## src/rtl/count_tick_ctrl.sv

```systemverilog
// Run/step enable-strobe generator for the decade counter: button sync + debounce,
// run/step FSM and programmable prescaler. Define TICK_AUTOSTOP_EN to stop RUN after STOP_AFTER strobes.
module count_tick_ctrl #(
    parameter int unsigned DIV_W      = 24,
    parameter int unsigned DEB_CYCLES = 4,
    parameter int unsigned DEB_W      = 3,
    parameter int unsigned STOP_AFTER = 10
) (
    input  logic             clk,
    input  logic             rst,
    input  logic             btn_run,
    input  logic             btn_step,
    input  logic [DIV_W-1:0] div_val,
    output logic             en_out,
    output logic             running
);

    typedef enum logic [1:0] {
        IDLE = 2'd0,
        RUN  = 2'd1,
        STEP = 2'd2
    } state_e;

    // index 0 = run button, index 1 = step button
    logic [1:0]       sync1_q, sync2_q;
    logic [1:0]       deb_lvl_q, deb_lvl_d;
    logic [1:0]       deb_prev_q;
    logic [DEB_W-1:0] deb_cnt_q [2];
    logic [DEB_W-1:0] deb_cnt_d [2];
    logic [1:0]       press;

    state_e           state_q, state_d;
    logic [DIV_W-1:0] prescaler_q, prescaler_d;
    logic             en_q, en_d;
    logic [DIV_W-1:0] div_eff;

`ifdef TICK_AUTOSTOP_EN
    localparam int unsigned STOP_W = $clog2(STOP_AFTER + 1);
    logic [STOP_W-1:0] strb_cnt_q, strb_cnt_d;
`endif

    always_comb begin
        for (int unsigned i = 0; i < 2; i++) begin
            deb_cnt_d[i] = '0;
            deb_lvl_d[i] = deb_lvl_q[i];
            if (sync2_q[i] != deb_lvl_q[i]) begin
                if (deb_cnt_q[i] >= DEB_W'(DEB_CYCLES - 1))
                    deb_lvl_d[i] = ~deb_lvl_q[i];
                else
                    deb_cnt_d[i] = deb_cnt_q[i] + DEB_W'(1);
            end
        end
    end

    assign press   = deb_lvl_q & ~deb_prev_q;
    assign div_eff = (div_val <= DIV_W'(1)) ? DIV_W'(1) : div_val;

    always_comb begin
        state_d     = state_q;
        prescaler_d = prescaler_q;
        en_d        = 1'b0;
`ifdef TICK_AUTOSTOP_EN
        strb_cnt_d  = strb_cnt_q;
`endif
        case (state_q)
            IDLE: begin
                prescaler_d = '0;
                if (press[0]) begin
                    state_d = RUN;
`ifdef TICK_AUTOSTOP_EN
                    strb_cnt_d = '0;
`endif
                end else if (press[1]) begin
                    state_d = STEP;
                end
            end
            RUN: begin
                // a run press wins over a strobe due on the same edge
                if (press[0]) begin
                    state_d     = IDLE;
                    prescaler_d = '0;
                end else if (prescaler_q >= div_eff - DIV_W'(1)) begin
                    prescaler_d = '0;
                    en_d        = 1'b1;
`ifdef TICK_AUTOSTOP_EN
                    strb_cnt_d = strb_cnt_q + STOP_W'(1);
                    if (strb_cnt_q == STOP_W'(STOP_AFTER - 1))
                        state_d = IDLE;
`endif
                end else begin
                    prescaler_d = prescaler_q + DIV_W'(1);
                end
            end
            STEP: begin
                state_d = IDLE;
                en_d    = 1'b1;
            end
            default: state_d = IDLE;
        endcase
    end

    always_ff @(posedge clk or negedge rst) begin
        if (!rst) begin
            sync1_q      <= '0;
            sync2_q      <= '0;
            deb_lvl_q    <= '0;
            deb_prev_q   <= '0;
            deb_cnt_q[0] <= '0;
            deb_cnt_q[1] <= '0;
            state_q      <= IDLE;
            prescaler_q  <= '0;
            en_q         <= 1'b0;
`ifdef TICK_AUTOSTOP_EN
            strb_cnt_q   <= '0;
`endif
        end else begin
            sync1_q      <= {btn_step, btn_run};
            sync2_q      <= sync1_q;
            deb_lvl_q    <= deb_lvl_d;
            deb_prev_q   <= deb_lvl_q;
            deb_cnt_q[0] <= deb_cnt_d[0];
            deb_cnt_q[1] <= deb_cnt_d[1];
            state_q      <= state_d;
            prescaler_q  <= prescaler_d;
            en_q         <= en_d;
`ifdef TICK_AUTOSTOP_EN
            strb_cnt_q   <= strb_cnt_d;
`endif
        end
    end

    assign en_out  = en_q;
    assign running = (state_q == RUN);

endmodule
```

## config.mk

```make
export PLATFORM = sky130hd
export DESIGN_NAME = count_tick_ctrl
export DESIGN_NICKNAME = d
export VERILOG_FILES = /design/src/rtl/count_tick_ctrl.sv
export SDC_FILE = /design/constraint.sdc
export NUM_CORES = 1
export LEC_CHECK = 0
export CAP_MARGIN = 20
export CORE_MARGIN = 10
export CORE_UTILIZATION = 58
export DETAILED_ROUTE_END_ITERATION = 8
export PLACE_DENSITY_LB_ADDON = 0.3
export RECOVER_POWER = 50
export SYNTH_ARGS = -nofsm -noshare
export SYNTH_HDL_FRONTEND = slang
export SYNTH_SLANG_ARGS = --single-unit
export TNS_END_PERCENT = 10
```

## constraint.sdc

```tcl
create_clock -name clk -period 3.34 [get_ports clk]
set_input_delay 0.835 -clock clk [delete_from_list [all_inputs] [get_ports clk]]
set_output_delay 0.835 -clock clk [all_outputs]
set_load 0.03 [all_outputs]
```

# After elaboration in Yosys (flattened, before gate mapping)
# Index checks and enable logic that the tools add are counted.
# word_totals
regBits	41
# op_classes
magnitude_cmp	4
reduce_logical	5
bitwise_logic	4
eq_ne	6
n_mux	15
addsub	4
# op_table
op	count
$mux W24	3
$pmux W24 S2	1
$add A24 B1 Y24 const B	1
$ge A24 B24 Y1	1
$le A24 B1 Y1 const B	1
$sub A24 B1 Y24 const B	1
$mux W3	4
$add A3 B1 Y3 const B	2
$ge A3 B2 Y1 const B	2
$mux W2	3
$reduce_and A2 Y1	3
$pmux W2 S2	1
$ne A3 B3 Y1 const B	1
$and A2 B2 Y2	1
$eq A2 B1 Y1 const B	1
$eq A2 B2 Y1 const B	1
$logic_not A2 Y1	1
$mux W1	2
$ne A1 B1 Y1	2
$ne A2 B1 Y1 const B	1
$not A1 Y1	2
$not A2 Y2	1
$pmux W1 S2	1
$reduce_bool A2 Y1	1

# Longest topological paths before layout
# depth
word_depth	7
mapped_depth	19
ltp_nobuf	17

# Least setup slack after synthesis
# No wires, ideal clock.
# synth_path
path_kind	input to register
start	in div_val[20]
end	reg prescaler_q[23]
stages	19
arrival_ns	5.237
slack_ns	-1.982
setup_ns	0.085
cell_sequence	or4_4 or3_1 or3b_1 or4_4 nor2_1 nor2_1 ha_1 nand4_1 nor3_1 xnor2_1 ha_1 nand4_1 nor2_1 a22o_1 a2111oi_0 clkbuf_1 clkbuf_1 a31oi_1 o22ai_1
# synth_between
elab_chain_len	7
# synth_lines
element	line_no	text
start: declaration	13	input logic [DIV_W-1:0] div_val,
$le A24 B1 Y1	56	assign div_eff = (div_val <= DIV_W'(1)) ? DIV_W'(1) : div_val;
$mux W24 (*)	56	
$sub A24 B1 Y24 (*)	82	end else if (prescaler_q >= div_eff - DIV_W'(1)) begin
$ge A24 B24 Y1 (*)	82	
$mux W24 (*)	82	
$mux W24 (*)	79	if (press[0]) begin
$pmux W24 S2 (*)	65	case (state_q)
end signal: assignment	124	prescaler_q <= prescaler_d;
end: declaration	33	logic [DIV_W-1:0] prescaler_q, prescaler_d;
# Every way passes the cells marked *; elsewhere a longest branch is shown, timed or not.
# A chain may end at the register's enable or synchronous reset.

# Final worst setup path
# layout_path
start	in div_val[19]
end	reg prescaler_q[3]
# The elaborated chain is that of the path after synthesis.

==> impl_metrics.json <==
{
  "yosysTopAreaCell": "dfrtp_1",
  "syn_area_um2": 3014,
  "die_w_um": 92.09,
  "grtUsageTotal_pct": 17.92,
  "reg2reg_depth": 9,
  "ys_seq_elements": 41,
  "critical_path.most_common_cell": "buf_6",
  "first_pass_iters": 5,
  "grt_max_degree": 42,
  "final_core_util_pct": 79.81,
  "clock_path_buffers": 2,
  "drive_gt1_share_pct": 22.78,
  "cpPeakStageDelay_ns": 0.54,
  "cp_cell_sequence": "buf_6, or4_4, or3_4, or3b_4, or4_4, nor2_4, nor2_4, ha_4, buf_4, nand3_2, nor4_1, xnor2_1, ha_1, nand4_1, buf_4, nor2_1, a22o_1, a2111oi_4, buf_6, buf_6, and2_4, a22o_1",
  "overflow": 0,
  "via_per_inst": 5.982,
  "start_kind": "input port",
  "synth_cells": 335,
  "gp_congestion": 0.8457,
  "cts_root_buf": "clkbuf_8",
  "fin_crit_sh_pct": 152.2,
  "htree_levels": 2,
  "layout_setup_ws_ns": -1.743,
  "nets": 477,
  "max-vdd-ir-drop_mv": 0.4132,
  "antenna_found_initial": 0,
  "ant_nets": 0,
  "setup-violations-final": 25,
  "setup_total_negative_slack_ns": -42.11,
  "slowest_stage": "or4_4",
  "critPathBufInv": 5,
  "drt_iter0_drc": 210,
  "wl_mm": 7.671,
  "numClockSinks": 41,
  "crit_path_end_kind": "flip-flop",
  "relSlewSlack_pct": -46.38,
  "io_buffers": 29,
  "via_count": 2913,
  "cp.required_ns": 3.58,
  "die_height_um": 92.09,
  "clk_latency_ns": 0.29,
  "holdWs_ns": 0.3503,
  "io_pins": 30,
  "critPathTopFamily": "simple AND/OR/NAND/NOR gates",
  "synth.yosys.seq_area_share_pct": 34.04,
  "fill_cells": 330,
  "hold_viol_final": 0,
  "row_count": 26,
  "maxCapViolCount": 1,
  "hp-start": "sync1_q[1]",
  "drc": 0,
  "tightest_slew_ns": 2.196,
  "hold-path-cell-count": 0,
  "rsz0062_at_grt": "true",
  "fmax_mhz": 196.7,
  "worstPathArrival_ns": 5.32,
  "dp_hpwl_mm": 5.571,
  "cts_buffers": 5,
  "worstHoldEndpoint": "sync2_q[1]",
  "synth.area.top_cells": "dfrtp_1 34%, ha_1 14%, xnor2_1 4.6%, a31oi_1 3.7%, mux2i_1 3.7%",
  "grt_pass1_wl_mm": 12.89,
  "coreArea_um2": 5075,
  "ys.flop_type": "dfrtp_1",
  "insertedDiodeCount": 0,
  "wl_per_cell_um": 15.75,
  "yosys.cell_types.count": 40,
  "finClkSkew_ns": 0.005368,
  "hold_path_class": "reg2reg",
  "start_util_pct": 59.39,
  "grt_pass1_vias": 2899,
  "powerDensity_nw_per_um2": 429.2,
  "layout_min_cycle_time_ns": 5.083,
  "netlist.area_leader.share_pct": 34.04,
  "violations": "max-capacitance violations, max-slew violations, negative setup slack",
  "clk_pin_slew_ns": 0.08,
  "power.leakage_nw": 1.776,
  "async_reset_ff_share_pct": 100.0,
  "cts_tree": "built",
  "timing.rr.end": "prescaler_q[3]",
  "synth_nets": 396,
  "status": "finished with violations",
  "die_area_um2": 8481,
  "rrSetupSlack_ns": 0.89,
  "worst-path-max-fanout": 5,
  "synth-edff-count": 0,
  "syn_area_per_cell_um2": 8.997,
  "path_class": "in2reg",
  "timing.rr.start": "prescaler_q[13]",
  "yosysWarnings": 0,
  "area_delta_synth_final_pct": 34.37,
  "drv_slew": 42
}
per-stage QoR:
stage	instances	total power, mW	setup WS [ns]	area, um^2
6_report	487	1.738	-1.743	4050
2_1_floorplan	335	1.088	-1.430	3102
5_1_grt	487	1.850	-1.936	4050
3_5_place_dp	468	1.300	-2.182	3725
4_1_cts	484	1.734	-1.736	3998
3_3_place_gp	468	1.261	-2.062	3725
layout make-up:
class	instances	area (um^2)	area share, %
Clock buffer	7	86.33	2.132
Tap cell	70	87.58	2.162
Clock inverter	1	30.03	0.7414
Timing Repair Buffer	84	738.2	18.23
Sequential cell	41	1026	25.33
Multi-Input combinational cell	273	2041	50.39
Inverter	11	41.29	1.019
worst max-delay path by stage:
stage | from | to | slack, ns | cells after the start
after floorplan | div_val[20] | prescaler_q[1] | -1.43 | 18
after global placement | div_val[20] | prescaler_q[12] | -2.06 | 20
after detailed placement | div_val[20] | prescaler_q[1] | -2.18 | 19
after CTS | div_val[17] | prescaler_q[3] | -1.74 | 20
after global routing | div_val[19] | prescaler_q[3] | -1.94 | 21
final | div_val[19] | prescaler_q[3] | -1.74 | 22
report_power, final:
part | total (mW) | switching (mW) | internal (mW)
Combinational | 0.707 | 0.370 | 0.336
Clock | 0.411 | 0.168 | 0.244
Sequential | 0.620 | 0.0518 | 0.568
Total | 1.74 | 0.590 | 1.15
layout by cell type (no fill, tap or decap), drive strengths merged, types with 11 or more instances in the layout:
cell type      count
a21oi             11
a31oi             18
buf               58
clkdlybuf4s50     17
dfrtp             41
ha                33
inv               11
mux2i             11
nand2             25
nand3             22
nand4             17
nor2              23
nor3              11
xnor2             16
cells in the mapped netlist, types with 10 or more instances:
library cell / count
xnor2_1: 16
clkbuf_1: 10
and3_1: 10
nor2_1: 23
a21oi_1: 11
ha_1: 33
dfrtp_1: 41
inv_1: 11
nand4_1: 17
nor3_1: 11
nand2_1: 25
a31oi_1: 18
nand3_1: 22
mux2i_1: 11
state kept, by name, indices dropped and copies added, names as in the netlist:
signal,flops
sync1_q,2
deb_prev_q,2
prescaler_q,24
deb_lvl_q,2
state_q,2
sync2_q,2
en_out,1
deb_cnt_q,6
worst reg2reg max path, stage by stage (launching register included):
cell       delay [ns]
dfrtp_1          0.50
ha_1             0.36
a21oi_1          0.12
o21ai_0          0.09
a22o_1           0.27
a2111oi_4        0.43
buf_6            0.21
buf_6            0.12
and2_4           0.15
a22o_1           0.14
logic make-up (layout without fill, tap and decap cells):
family                   Yosys count  after routing  share of synthesized area [%]
AO/OA/AOI/OAI                     63             63                          13.86
adder cells (fa/ha/maj)           33             33                          13.70
multiplexers                      13             13                          4.400
flip-flops                        41             41                          34.04
buffers and inverters             21            103                          2.615
XOR/XNOR                          23             23                          6.683
AND/OR/NAND/NOR                  141            141                          24.70
per-layer routing:
layer / GRT usage, % / share of wire [%] / vias up
met5: 0 / 0 / -
met4: 4.884 / 1.4 / 0
met3: 4.238 / 4.4 / 13
met2: 32.29 / 52 / 86
met1: 20.60 / 42 / 1401
li1: - / - / 1413
repair_timing:
| action | 4_1_cts | 5_1_grt |
|---|---|---|
| endpoints found under the setup margin | 25 | 25 |
| hold buffers | 0 | 0 |
| pin swaps | 28 | 19 |
| cloned | 1 | 0 |
| gates resized for setup | 39 | 10 |
| buffers inserted | 7 | 3 |
Note: power is estimated with default switching activity, not from simulation.
